File: src/rtl/dmem_pkg.sv
// Shared definitions for the data-memory stage: op encodings, FSM states and
// the small decode helpers used by the FSM and the lane logic.
package dmem_pkg;

  localparam logic [1:0] OP_LDW = 2'b00;
  localparam logic [1:0] OP_LDB = 2'b01;
  localparam logic [1:0] OP_STW = 2'b10;
  localparam logic [1:0] OP_STB = 2'b11;

  localparam int MEM_EN_BIT      = 2;
  localparam int TIMEOUT_DEFAULT = 16;

  typedef enum logic [1:0] {
    S_IDLE   = 2'd0,
    S_ACCESS = 2'd1,
    S_DONE   = 2'd2
  } state_t;

  function automatic logic is_store(input logic [1:0] op);
    return (op == OP_STW) || (op == OP_STB);
  endfunction

  function automatic logic is_word(input logic [1:0] op);
    return (op == OP_LDW) || (op == OP_STW);
  endfunction

endpackage

File: src/rtl/dmem_stage_if.sv
// Ready-handshaked data-memory port. The stage is the master; the memory
// (or the bench's memory model) is the slave.
interface dmem_stage_if;
  logic        mem_req;
  logic        mem_we;
  logic [31:0] mem_addr;
  logic [3:0]  mem_be;
  logic [31:0] mem_wdata;
  logic [31:0] mem_rdata;
  logic        mem_ready;

  modport master (
    output mem_req, mem_we, mem_addr, mem_be, mem_wdata,
    input  mem_rdata, mem_ready
  );

  modport slave (
    input  mem_req, mem_we, mem_addr, mem_be, mem_wdata,
    output mem_rdata, mem_ready
  );
endinterface

File: src/rtl/dmem_lane.sv
// Little-endian byte-lane steering: store byte enables and replication on the
// way out, load byte select and sign extension on the way back.
module dmem_lane
  import dmem_pkg::*;
(
  input  logic [1:0]  i_op,
  input  logic [1:0]  i_lane,
  input  logic [31:0] i_store,
  input  logic [31:0] i_rdata,
  output logic [3:0]  o_be,
  output logic [31:0] o_wdata,
  output logic [31:0] o_ldata
);

  logic [7:0] w_byte;

  always_comb begin
    w_byte = i_rdata[7:0];
    case (i_lane)
      2'd1:    w_byte = i_rdata[15:8];
      2'd2:    w_byte = i_rdata[23:16];
      2'd3:    w_byte = i_rdata[31:24];
      default: w_byte = i_rdata[7:0];
    endcase
  end

  always_comb begin
    o_be    = 4'hF;
    o_wdata = 32'h0;
    o_ldata = i_rdata;
    if (i_op == OP_STB) begin
      o_be    = 4'b0001 << i_lane;
      o_wdata = {4{i_store[7:0]}};
    end else if (i_op == OP_STW) begin
      o_wdata = i_store;
    end else if (i_op == OP_LDB) begin
      o_ldata = {{24{w_byte[7]}}, w_byte};
    end
  end

endmodule

File: src/rtl/dmem_stage.sv
// Data-memory stage: accepts one ALU record at a time, performs the load or
// store over the memory port, and emits a single registered writeback record.
//
//   state    | meaning
//   ---------+-------------------------------------------------------------
//   S_IDLE   | in_ready high, waiting for in_valid
//   S_ACCESS | mem_req high, waiting for mem_ready or the timeout
//   S_DONE   | wb_valid (and any error flag) high for this one cycle
module dmem_stage
  import dmem_pkg::*;
#(
  parameter int TIMEOUT = TIMEOUT_DEFAULT
) (
  input  logic        clk,
  input  logic        reset,
  input  logic        in_valid,
  output logic        in_ready,
  input  logic [2:0]  in_op,
  input  logic [31:0] in_alu,
  input  logic [31:0] in_store,
  input  logic [4:0]  in_regD,
  dmem_stage_if.master mem,
  output logic        wb_valid,
  output logic        wb_en,
  output logic [4:0]  wb_reg,
  output logic [31:0] wb_data,
  output logic        err_misalign,
  output logic        err_bus
);

  localparam logic [7:0] TC_LAST = 8'(TIMEOUT - 1);

  state_t      r_state;
  logic [1:0]  r_op;
  logic [1:0]  r_lane;
  logic [7:0]  r_cnt;
  logic        r_in_ready;
  logic        r_mem_req;
  logic        r_mem_we;
  logic [31:0] r_mem_addr;
  logic [3:0]  r_mem_be;
  logic [31:0] r_mem_wdata;
  logic        r_wb_valid;
  logic        r_wb_en;
  logic [4:0]  r_wb_reg;
  logic [31:0] r_wb_data;
  logic        r_err_mis;
  logic        r_err_bus;

  logic [1:0]  w_lane_op;
  logic [1:0]  w_lane;
  logic [3:0]  w_be;
  logic [31:0] w_wdata;
  logic [31:0] w_ldata;

  // In IDLE the lane logic steers the incoming record; afterwards the held one.
  assign w_lane_op = (r_state == S_IDLE) ? in_op[1:0]  : r_op;
  assign w_lane    = (r_state == S_IDLE) ? in_alu[1:0] : r_lane;

  dmem_lane u_lane (
    .i_op    (w_lane_op),
    .i_lane  (w_lane),
    .i_store (in_store),
    .i_rdata (mem.mem_rdata),
    .o_be    (w_be),
    .o_wdata (w_wdata),
    .o_ldata (w_ldata)
  );

  always_ff @(posedge clk) begin
    if (reset) begin
      r_state     <= S_IDLE;
      r_op        <= OP_LDW;
      r_lane      <= 2'd0;
      r_cnt       <= 8'd0;
      r_in_ready  <= 1'b1;
      r_mem_req   <= 1'b0;
      r_mem_we    <= 1'b0;
      r_mem_addr  <= 32'h0;
      r_mem_be    <= 4'h0;
      r_mem_wdata <= 32'h0;
      r_wb_valid  <= 1'b0;
      r_wb_en     <= 1'b0;
      r_wb_reg    <= 5'd0;
      r_wb_data   <= 32'h0;
      r_err_mis   <= 1'b0;
      r_err_bus   <= 1'b0;
    end else begin
      case (r_state)
        S_IDLE: begin
          if (in_valid) begin
            r_in_ready <= 1'b0;
            r_op       <= in_op[1:0];
            r_lane     <= in_alu[1:0];
            r_wb_reg   <= in_regD;
            r_cnt      <= 8'd0;
            if (!in_op[MEM_EN_BIT]) begin
              r_state    <= S_DONE;
              r_wb_valid <= 1'b1;
              r_wb_en    <= 1'b1;
              r_wb_data  <= in_alu;
            end else if (is_word(in_op[1:0]) && (in_alu[1:0] != 2'b00)) begin
              r_state    <= S_DONE;
              r_wb_valid <= 1'b1;
              r_wb_en    <= 1'b0;
              r_wb_data  <= 32'h0;
              r_err_mis  <= 1'b1;
            end else begin
              r_state     <= S_ACCESS;
              r_mem_req   <= 1'b1;
              r_mem_we    <= is_store(in_op[1:0]);
              r_mem_addr  <= {in_alu[31:2], 2'b00};
              r_mem_be    <= w_be;
              r_mem_wdata <= w_wdata;
            end
          end
        end

        S_ACCESS: begin
          // A ready on the last counted cycle wins over the timeout.
          if (mem.mem_ready) begin
            r_state    <= S_DONE;
            r_mem_req  <= 1'b0;
            r_mem_we   <= 1'b0;
            r_wb_valid <= 1'b1;
            r_wb_en    <= !is_store(r_op);
            r_wb_data  <= is_store(r_op) ? 32'h0 : w_ldata;
          end else if (r_cnt == TC_LAST) begin
            r_state    <= S_DONE;
            r_mem_req  <= 1'b0;
            r_mem_we   <= 1'b0;
            r_wb_valid <= 1'b1;
            r_wb_en    <= 1'b0;
            r_wb_data  <= 32'h0;
            r_err_bus  <= 1'b1;
          end else begin
            r_cnt <= r_cnt + 8'd1;
          end
        end

        S_DONE: begin
          r_state    <= S_IDLE;
          r_in_ready <= 1'b1;
          r_wb_valid <= 1'b0;
          r_wb_en    <= 1'b0;
          r_err_mis  <= 1'b0;
          r_err_bus  <= 1'b0;
        end

        default: begin
          r_state    <= S_IDLE;
          r_in_ready <= 1'b1;
          r_mem_req  <= 1'b0;
          r_mem_we   <= 1'b0;
          r_wb_valid <= 1'b0;
        end
      endcase
    end
  end

  assign in_ready      = r_in_ready;
  assign mem.mem_req   = r_mem_req;
  assign mem.mem_we    = r_mem_we;
  assign mem.mem_addr  = r_mem_addr;
  assign mem.mem_be    = r_mem_be;
  assign mem.mem_wdata = r_mem_wdata;
  assign wb_valid      = r_wb_valid;
  assign wb_en         = r_wb_en;
  assign wb_reg        = r_wb_reg;
  assign wb_data       = r_wb_data;
  assign err_misalign  = r_err_mis;
  assign err_bus       = r_err_bus;

endmodule
File: src/flat_wrapper.sv
// flat-port wrapper written by rule: the top's interface ports become plain ports
module dmem_stage_flat import dmem_pkg::*;
#(
  parameter int TIMEOUT = TIMEOUT_DEFAULT
)
  (clk, reset, in_valid, in_ready, in_op, in_alu, in_store, in_regD, wb_valid, wb_en, wb_reg, wb_data, err_misalign, err_bus, mem_mem_req, mem_mem_we, mem_mem_addr, mem_mem_be, mem_mem_wdata, mem_mem_rdata, mem_mem_ready);
  dmem_stage_if mem_i ();
  input  logic clk;
  input  logic reset;
  input  logic in_valid;
  output logic in_ready;
  input  logic [2:0] in_op;
  input  logic [31:0] in_alu;
  input  logic [31:0] in_store;
  input  logic [4:0] in_regD;
  output logic wb_valid;
  output logic wb_en;
  output logic [4:0] wb_reg;
  output logic [31:0] wb_data;
  output logic err_misalign;
  output logic err_bus;
  output wire logic [$bits(mem_i.mem_req)-1:0] mem_mem_req;
  output wire logic [$bits(mem_i.mem_we)-1:0] mem_mem_we;
  output wire logic [$bits(mem_i.mem_addr)-1:0] mem_mem_addr;
  output wire logic [$bits(mem_i.mem_be)-1:0] mem_mem_be;
  output wire logic [$bits(mem_i.mem_wdata)-1:0] mem_mem_wdata;
  input wire logic [$bits(mem_i.mem_rdata)-1:0] mem_mem_rdata;
  input wire logic [$bits(mem_i.mem_ready)-1:0] mem_mem_ready;
  assign mem_mem_req = mem_i.mem_req;
  assign mem_mem_we = mem_i.mem_we;
  assign mem_mem_addr = mem_i.mem_addr;
  assign mem_mem_be = mem_i.mem_be;
  assign mem_mem_wdata = mem_i.mem_wdata;
  assign mem_i.mem_rdata = mem_mem_rdata;
  assign mem_i.mem_ready = mem_mem_ready;
  dmem_stage #(.TIMEOUT(TIMEOUT)) u_core (.clk(clk), .reset(reset), .in_valid(in_valid), .in_ready(in_ready), .in_op(in_op), .in_alu(in_alu), .in_store(in_store), .in_regD(in_regD), .mem(mem_i), .wb_valid(wb_valid), .wb_en(wb_en), .wb_reg(wb_reg), .wb_data(wb_data), .err_misalign(err_misalign), .err_bus(err_bus));
endmodule
File: config.mk
export PLATFORM = sky130hd
export DESIGN_NAME = dmem_stage_flat
export DESIGN_NICKNAME = d
export VERILOG_FILES = /design/src/rtl/dmem_pkg.sv /design/src/rtl/dmem_stage_if.sv /design/src/rtl/dmem_lane.sv /design/src/rtl/dmem_stage.sv /design/src/flat_wrapper.sv
export SDC_FILE = /design/constraint.sdc
export NUM_CORES = 1
export LEC_CHECK = 0
export CORE_ASPECT_RATIO = 1.2
export CORE_MARGIN = 4
export CORE_UTILIZATION = 44
export CTS_CLUSTER_DIAMETER = 100
export DETAILED_ROUTE_END_ITERATION = 8
export GPL_TIMING_DRIVEN = 0
export PLACE_DENSITY = 0.9
export RECOVER_POWER = 50
export SLEW_MARGIN = 20
export SYNTH_ARGS = -nofsm -noshare
export SYNTH_HDL_FRONTEND = slang
export SYNTH_SLANG_ARGS = --single-unit
File: constraint.sdc
create_clock -name clk -period 2.9 [get_ports clk]
set_clock_uncertainty 0.1 [all_clocks]
set_input_delay 0.435 -clock clk [delete_from_list [all_inputs] [get_ports clk]]
set_output_delay 0.435 -clock clk [all_outputs]
set_load 0.02 [all_outputs]
## Word-level counts from Yosys, hierarchy flattened

Index checks and enable logic that the tools add are counted.

- Register bits: 124
- Output and inout bits: 112
- Word-level logic and storage cells: 120

- Add/subtract/negate cells: 1
- Eq/ne operators: 22
- Shift operators: 1
- Multiplexer cells: 54
- Bitwise logic cells: 3
- Reductions and logical operators: 23

Operators with widths:

| kind | count |
|---|---|
| 32-bit 2-to-1 mux | 11 |
| 32-bit case mux with 2 select lines | 1 |
| 8-bit 2-to-1 mux | 3 |
| 8-bit case mux with 3 select lines | 1 |
| 1-bit 2-to-1 mux | 21 |
| 4-bit AND reduction | 5 |
| 2-bit == test, second input constant | 9 |
| 8-bit case mux with 2 select lines | 1 |
| 2-bit 2-to-1 mux | 7 |
| 2-bit inequality test, second input constant | 6 |
| 1-bit case mux with 3 select lines | 3 |
| 8-bit by 1-bit adder with 8-bit output, second input constant | 1 |
| 8-bit by 4-bit == test with 1-bit output, second input constant | 1 |
| 1-bit case mux with 2 select lines | 4 |
| 2-bit nonzero test | 4 |
| 2-bit by 1-bit == test with 1-bit output, second input constant | 3 |
| 2-bit AND reduction | 3 |
| 3-bit AND reduction | 2 |
| 5-bit AND reduction | 1 |
| 2-bit zero test | 2 |
| 4-bit 2-to-1 mux | 1 |
| 2-bit case mux with 2 select lines | 1 |
| 1-bit by 2-bit left shift with 4-bit output, first input constant | 1 |
| 1-bit logical OR | 3 |
| 7 further kinds | 9 |

## Logic depth before layout (Yosys ltp)

- Depth in word-level cells: 10
- Depth in mapped cells: 11

## Cells and area by module

A second synthesis with hierarchy kept.

- Cells, all modules: 760
- Area total of the unflattened synthesis: 6033.3 um2

Modules (own cells, without submodules):

| module | instances | cells each | area an instance (um2) | seq. area each (um2) |
|---|---|---|---|---|
| dmem_stage | 1 | 605 | 4989.8 | 2482.4 |
| dmem_lane | 1 | 155 | 1043.5 | 0.0 |

## Worst setup path after synthesis

Ideal clock, no wire load.

- Kind: register to register
- From: reg u_core.r_state[0]
- To: reg u_core.r_wb_data[23], in the netlist u_core.wb_data[23]
- Library setup time: 132 ps
- Arrival time: 2079 ps
- Required time: 2668 ps
- Path slack: 589 ps
- Stages on the path, launching flop included: 10
- Buffers on the path: 2
- Period minus slack after synthesis: 2311 ps
- Path through: dfxtp_1 inv_1 ha_1 mux2i_2 mux4_2 nor2b_4 buf_6 buf_6 o211ai_2 a21oi_1

- Word-level cells in the longest chain between the ends: 10
- Elaborated cells on any way between the ends: 22
- Those cells by class: eq/ne: 10; mux: 9; reduce/logical: 3

Ends and longest elaborated chain:

| what | RTL line | RTL |
|---|---|---|
| start: declaration | dmem_stage.sv:33 | `state_t r_state;` |
| start signal: assignment | dmem_stage.sv:72 | `r_state <= S_IDLE;` |
| start signal: assignment | dmem_stage.sv:98 | `r_state <= S_DONE;` |
| start signal: assignment | dmem_stage.sv:103 | `r_state <= S_DONE;` |
| 2-bit zero test | dmem_stage.sv:57, dmem_stage.sv:58, dmem_stage.sv:89 |  |
| 2-bit 2-to-1 mux | dmem_stage.sv:58 | `assign w_lane = (r_state == S_IDLE) ? in_alu[1:0] : r_lane;` |
| 2-bit == test / 2-bit by 1-bit == test with 1-bit output (equally long branches) | dmem_lane.sv:19 | `case (i_lane)` |
| 8-bit case mux with 3 select lines | dmem_lane.sv:19 |  |
| 32-bit 2-to-1 mux | dmem_lane.sv:36 | `end else if (i_op == OP_LDB) begin` |
| 32-bit 2-to-1 mux | dmem_lane.sv:34 | `end else if (i_op == OP_STW) begin` |
| 32-bit 2-to-1 mux | dmem_lane.sv:31 | `if (i_op == OP_STB) begin` |
| 32-bit 2-to-1 mux | dmem_stage.sv:127 | `r_wb_data <= is_store(r_op) ? 32'h0 : w_ldata;` |
| 32-bit 2-to-1 mux | dmem_stage.sv:121 | `if (mem.mem_ready) begin` |
| 32-bit case mux with 2 select lines | dmem_stage.sv:89 | `case (r_state)` |
| end signal: assignment | dmem_stage.sv:101 | `r_wb_data <= in_alu;` |
| end signal: assignment | dmem_stage.sv:127 |  |
| end: declaration | dmem_stage.sv:46 | `logic [31:0] r_wb_data;` |

Several ways; a longest one is shown, not always the timed one.
A chain may end at the register's enable or synchronous reset.

## Final worst setup path

- From: reg u_core.r_state[0]
- To: reg u_core.r_mem_wdata[21], in the netlist u_core.mem.mem_wdata[21]

- Word-level cells in the longest chain between the ends: 5
- Elaborated cells on any way between the ends: 7
- Those cells by class: eq/ne: 2; mux: 3; reduce/logical: 2

Ends and longest elaborated chain:

| what | RTL line | RTL |
|---|---|---|
| 2-bit zero test (*) | dmem_stage.sv:57, dmem_stage.sv:89 |  |
| 2-bit 2-to-1 mux | dmem_stage.sv:57 | `assign w_lane_op = (r_state == S_IDLE) ? in_op[1:0] : r_op;` |
| 2-bit == test | dmem_lane.sv:34 |  |
| 32-bit 2-to-1 mux | dmem_lane.sv:34 |  |
| 32-bit 2-to-1 mux | dmem_lane.sv:31 |  |
| end signal: assignment | dmem_stage.sv:114 | `r_mem_wdata <= w_wdata;` |
| end: declaration | dmem_stage.sv:42 | `logic [31:0] r_mem_wdata;` |

Mark *: on every way between the ends. The rest lies on a longest branch, timed or not.

==> flow_summary.json <==
{
  "grt_use_met3_pct": 7.179,
  "synth_area_leaders": "dfxtp_1 43%, nand2_1 15%, a21oi_1 9.7%, o211ai_2 4.4%, nand3_1 3.3%",
  "final_hold_viol_count": 0,
  "async_flop_share_pct": 0,
  "route.detailed.drc": 0,
  "postCtsSetupRepairBufs": 0,
  "die_x_um": 112.3,
  "synth-main-ff-cell": "dfxtp_1",
  "via_per_inst": 5.680,
  "synth-seq-cells": 124,
  "use_met1_pct": 34.37,
  "diodes": 0,
  "syn-cell-area_um2": 5746,
  "netSwitchingPower_mw": 1.897,
  "synth_top_area_cell": "dfxtp_1",
  "finalWirelength_um": 21810,
  "switching_share_pct": 33.26,
  "numPortBuffers": 215,
  "drv_cap": 0,
  "drtIter0Drc": 600,
  "p_int_mw": 3.807,
  "path_cells": "inv_1, ha_1, buf_2, and2_1, buf_2, nand3_2, clkbuf_1, a21oi_1, a21oi_1",
  "path_depth": 9,
  "critical_path.top_delay_family": "buffers and inverters",
  "path_clk_slew_ps": 60,
  "worstSetupEndpoint": "u_core.mem.mem_wdata[21]",
  "syn2layout_area_growth_pct": 51.07,
  "worst_slack_ps": 96.16,
  "layout_worst_path_cycle_share_pct": 96.68,
  "critPathBufInv": 4,
  "worstHoldPathType": "reg2reg",
  "tritoncts": "done",
  "ys_top_cells_by_count": "233 x nand2_1, 124 x dfxtp_1, 111 x a21oi_1, 39 x clkbuf_1, 38 x nand3_1",
  "dr.pass1.iters": 5,
  "path_max_fanout": 10,
  "final_util_pct": 68.21,
  "dieArea_um2": 14960,
  "num_rows": 45,
  "final_area_um2": 8680,
  "yosys_warnings": 0,
  "root_buffer": "clkbuf_16",
  "power_density_nw_per_um2": 657.2,
  "pre_cts_ws_ps": -16.56,
  "yosysUniqueCellTypes": 50,
  "reg2reg_slack_ps": 100,
  "die_h_um": 133.2,
  "num_vias": 6628,
  "clock-sinks": 124,
  "clkPwrFrac_pct": 36.2,
  "grt.total_usage_pct": 28.48,
  "cp-end-kind": "flip-flop",
  "ant_nets": 0,
  "start_util_pct": 45.15,
  "clk_latency_ps": 410,
  "gr-usage-met2_pct": 46.85,
  "fin_nets": 1103,
  "final_max_slew_viol_count": 0,
  "grt_max_degree": 17,
  "slew-limit-headroom_pct": 52.91,
  "tns_ps": 0,
  "max_stage_delay_ps": 400,
  "htreeDepth": 4,
  "path_class": "reg2reg",
  "core_um2": 12720,
  "vdd_ir_drop_max_mv": 0.4028,
  "grt_pass1_vias": 6486,
  "startpoint": "u_core.r_state[0]",
  "postPlaceCellArea_um2": 8107,
  "status": "complete, no violations",
  "setup_violations": 0,
  "grt_pass1_wl_um": 33970,
  "reg2reg_depth": 9,
  "final.min_clock_period_ps": 2804,
  "p_leak_nw": 3.652,
  "cts_made_buffers": 17,
  "syn_inst": 756,
  "critPathRequiredTime_ps": 3070,
  "pwr-share-comb_pct": 29.7,
  "synth_edf_count": 0,
  "clockBufferDepth": 2,
  "r2r_end": "u_core.mem.mem_wdata[21]",
  "hold_path_startpoint": "u_core.mem.mem_addr[24]",
  "fmax_mhz": 356.7,
  "ys_seq_area_share_pct": 43.21,
  "gr-total-overflow": 0,
  "arrival_ps": 2980,
  "synth_top_cell_area_share_pct": 43.21,
  "rsz0062_at_grt": "true",
  "post-dp-hpwl_um": 16360,
  "yosysMostFrequentCell": "nand2_1",
  "pin_count": 220,
  "place_congestion": 0.9330,
  "drive_above_1_share_pct": 8.076,
  "seq_power_share_pct": 34.1,
  "top_usage_layer": "met2",
  "cpMaxStageDelayCell": "a21oi_1",
  "postSynthAreaPerCell_um2": 7.600,
  "antenna_found_initial": 0,
  "post_drt_wl_per_cell_um": 18.69,
  "cp-start-kind": "flip-flop",
  "worstMarginPinSlew_ps": 706.4,
  "worstReg2RegStart": "u_core.r_state[0]"
}
[cell usage in the layout (no fill, tap or decap), drive strengths merged, types with 20 or more instances in the layout]
| cell type | n |
|---|---|
| a211oi | 20 |
| a21oi | 112 |
| buf | 21 |
| clkbuf | 60 |
| clkdlybuf4s50 | 104 |
| dfxtp | 124 |
| dlygate4sd3 | 111 |
| nand2 | 233 |
| nand3 | 39 |
| nor2 | 33 |
| o211ai | 30 |
| o21ai | 24 |
[worst min path at each step]
| stage | endpoint | cells past startpoint | slack (ps) |
|---|---|---|---|
| floorplan | u_core.r_op[0] | 2 | 340 |
| global placement | u_core.mem.mem_wdata[7] | 2 | 340 |
| detailed placement | u_core.mem.mem_addr[23] | 2 | 350 |
| CTS | u_core.mem.mem_addr[23] | 2 | 350 |
| global route | u_core.mem.mem_addr[24] | 2 | 370 |
| finish | u_core.mem.mem_addr[24] | 2 | 350 |
[stage by stage]
step	hold WS (ps)	std cells	total power, mW
after CTS	353.4	1167	5.745
after floorplan	344.5	757	2.967
final	350.1	1167	5.705
after global placement	338.3	1136	3.646
after global routing	367.1	1167	5.938
after detailed placement	345.9	1136	3.677
[routing by layer]
| layer | wire length (µm) | share of wire (%) |
|---|---|---|
| met1 | 8271 | 38 |
| met2 | 10190 | 47 |
| met3 | 2135 | 9.8 |
| met4 | 1217 | 5.6 |
| met5 | 0 | 0 |
[worst reg2reg max path: stages, from the launching register on]
cell      delay, ps
dfxtp_1         320
inv_1            80
ha_1            250
buf_2           240
and2_1          210
buf_2           280
nand3_2         260
clkbuf_1        370
a21oi_1         400
a21oi_1         150
[final cells by class]
| type | count | area, µm² |
|---|---|---|
| clock buffer | 20 | 456.7 |
| tap | 164 | 205.2 |
| clock inverter | 11 | 117.6 |
| sequential | 124 | 2482 |
| multi-input combinational | 563 | 2950 |
| inverter | 9 | 33.78 |
| fill | 1001 | 4045 |
| timing repair buffer | 215 | 2152 |
| buffer | 61 | 281.5 |
[power by group through the flow]
stage	Clock [mW]	Sequential [mW]	Combinational, mW
2_1_floorplan	0	2.14	0.826
6_report	2.07	1.95	1.69
5_1_grt	2.16	1.96	1.82
4_1_cts	2.08	1.95	1.72
3_5_place_dp	0	1.98	1.69
3_3_place_gp	0	1.98	1.67
[cell families after synthesis]
group           synth area share, %
fa+ha+maj                    0.8711
compound gates                23.91
flops                         43.21
simple gates                  24.00
xor+xnor                      1.067
other cells                 0.06527
buf+inv                       5.510
mux                           1.372
[what timing repair did]
action / 4_1_cts / 5_1_grt
resized for setup: 0 / 0
endpoints found under the setup margin: 0 / 6
hold buffers: 0 / 0
Note: power is estimated with default switching activity, not from simulation.
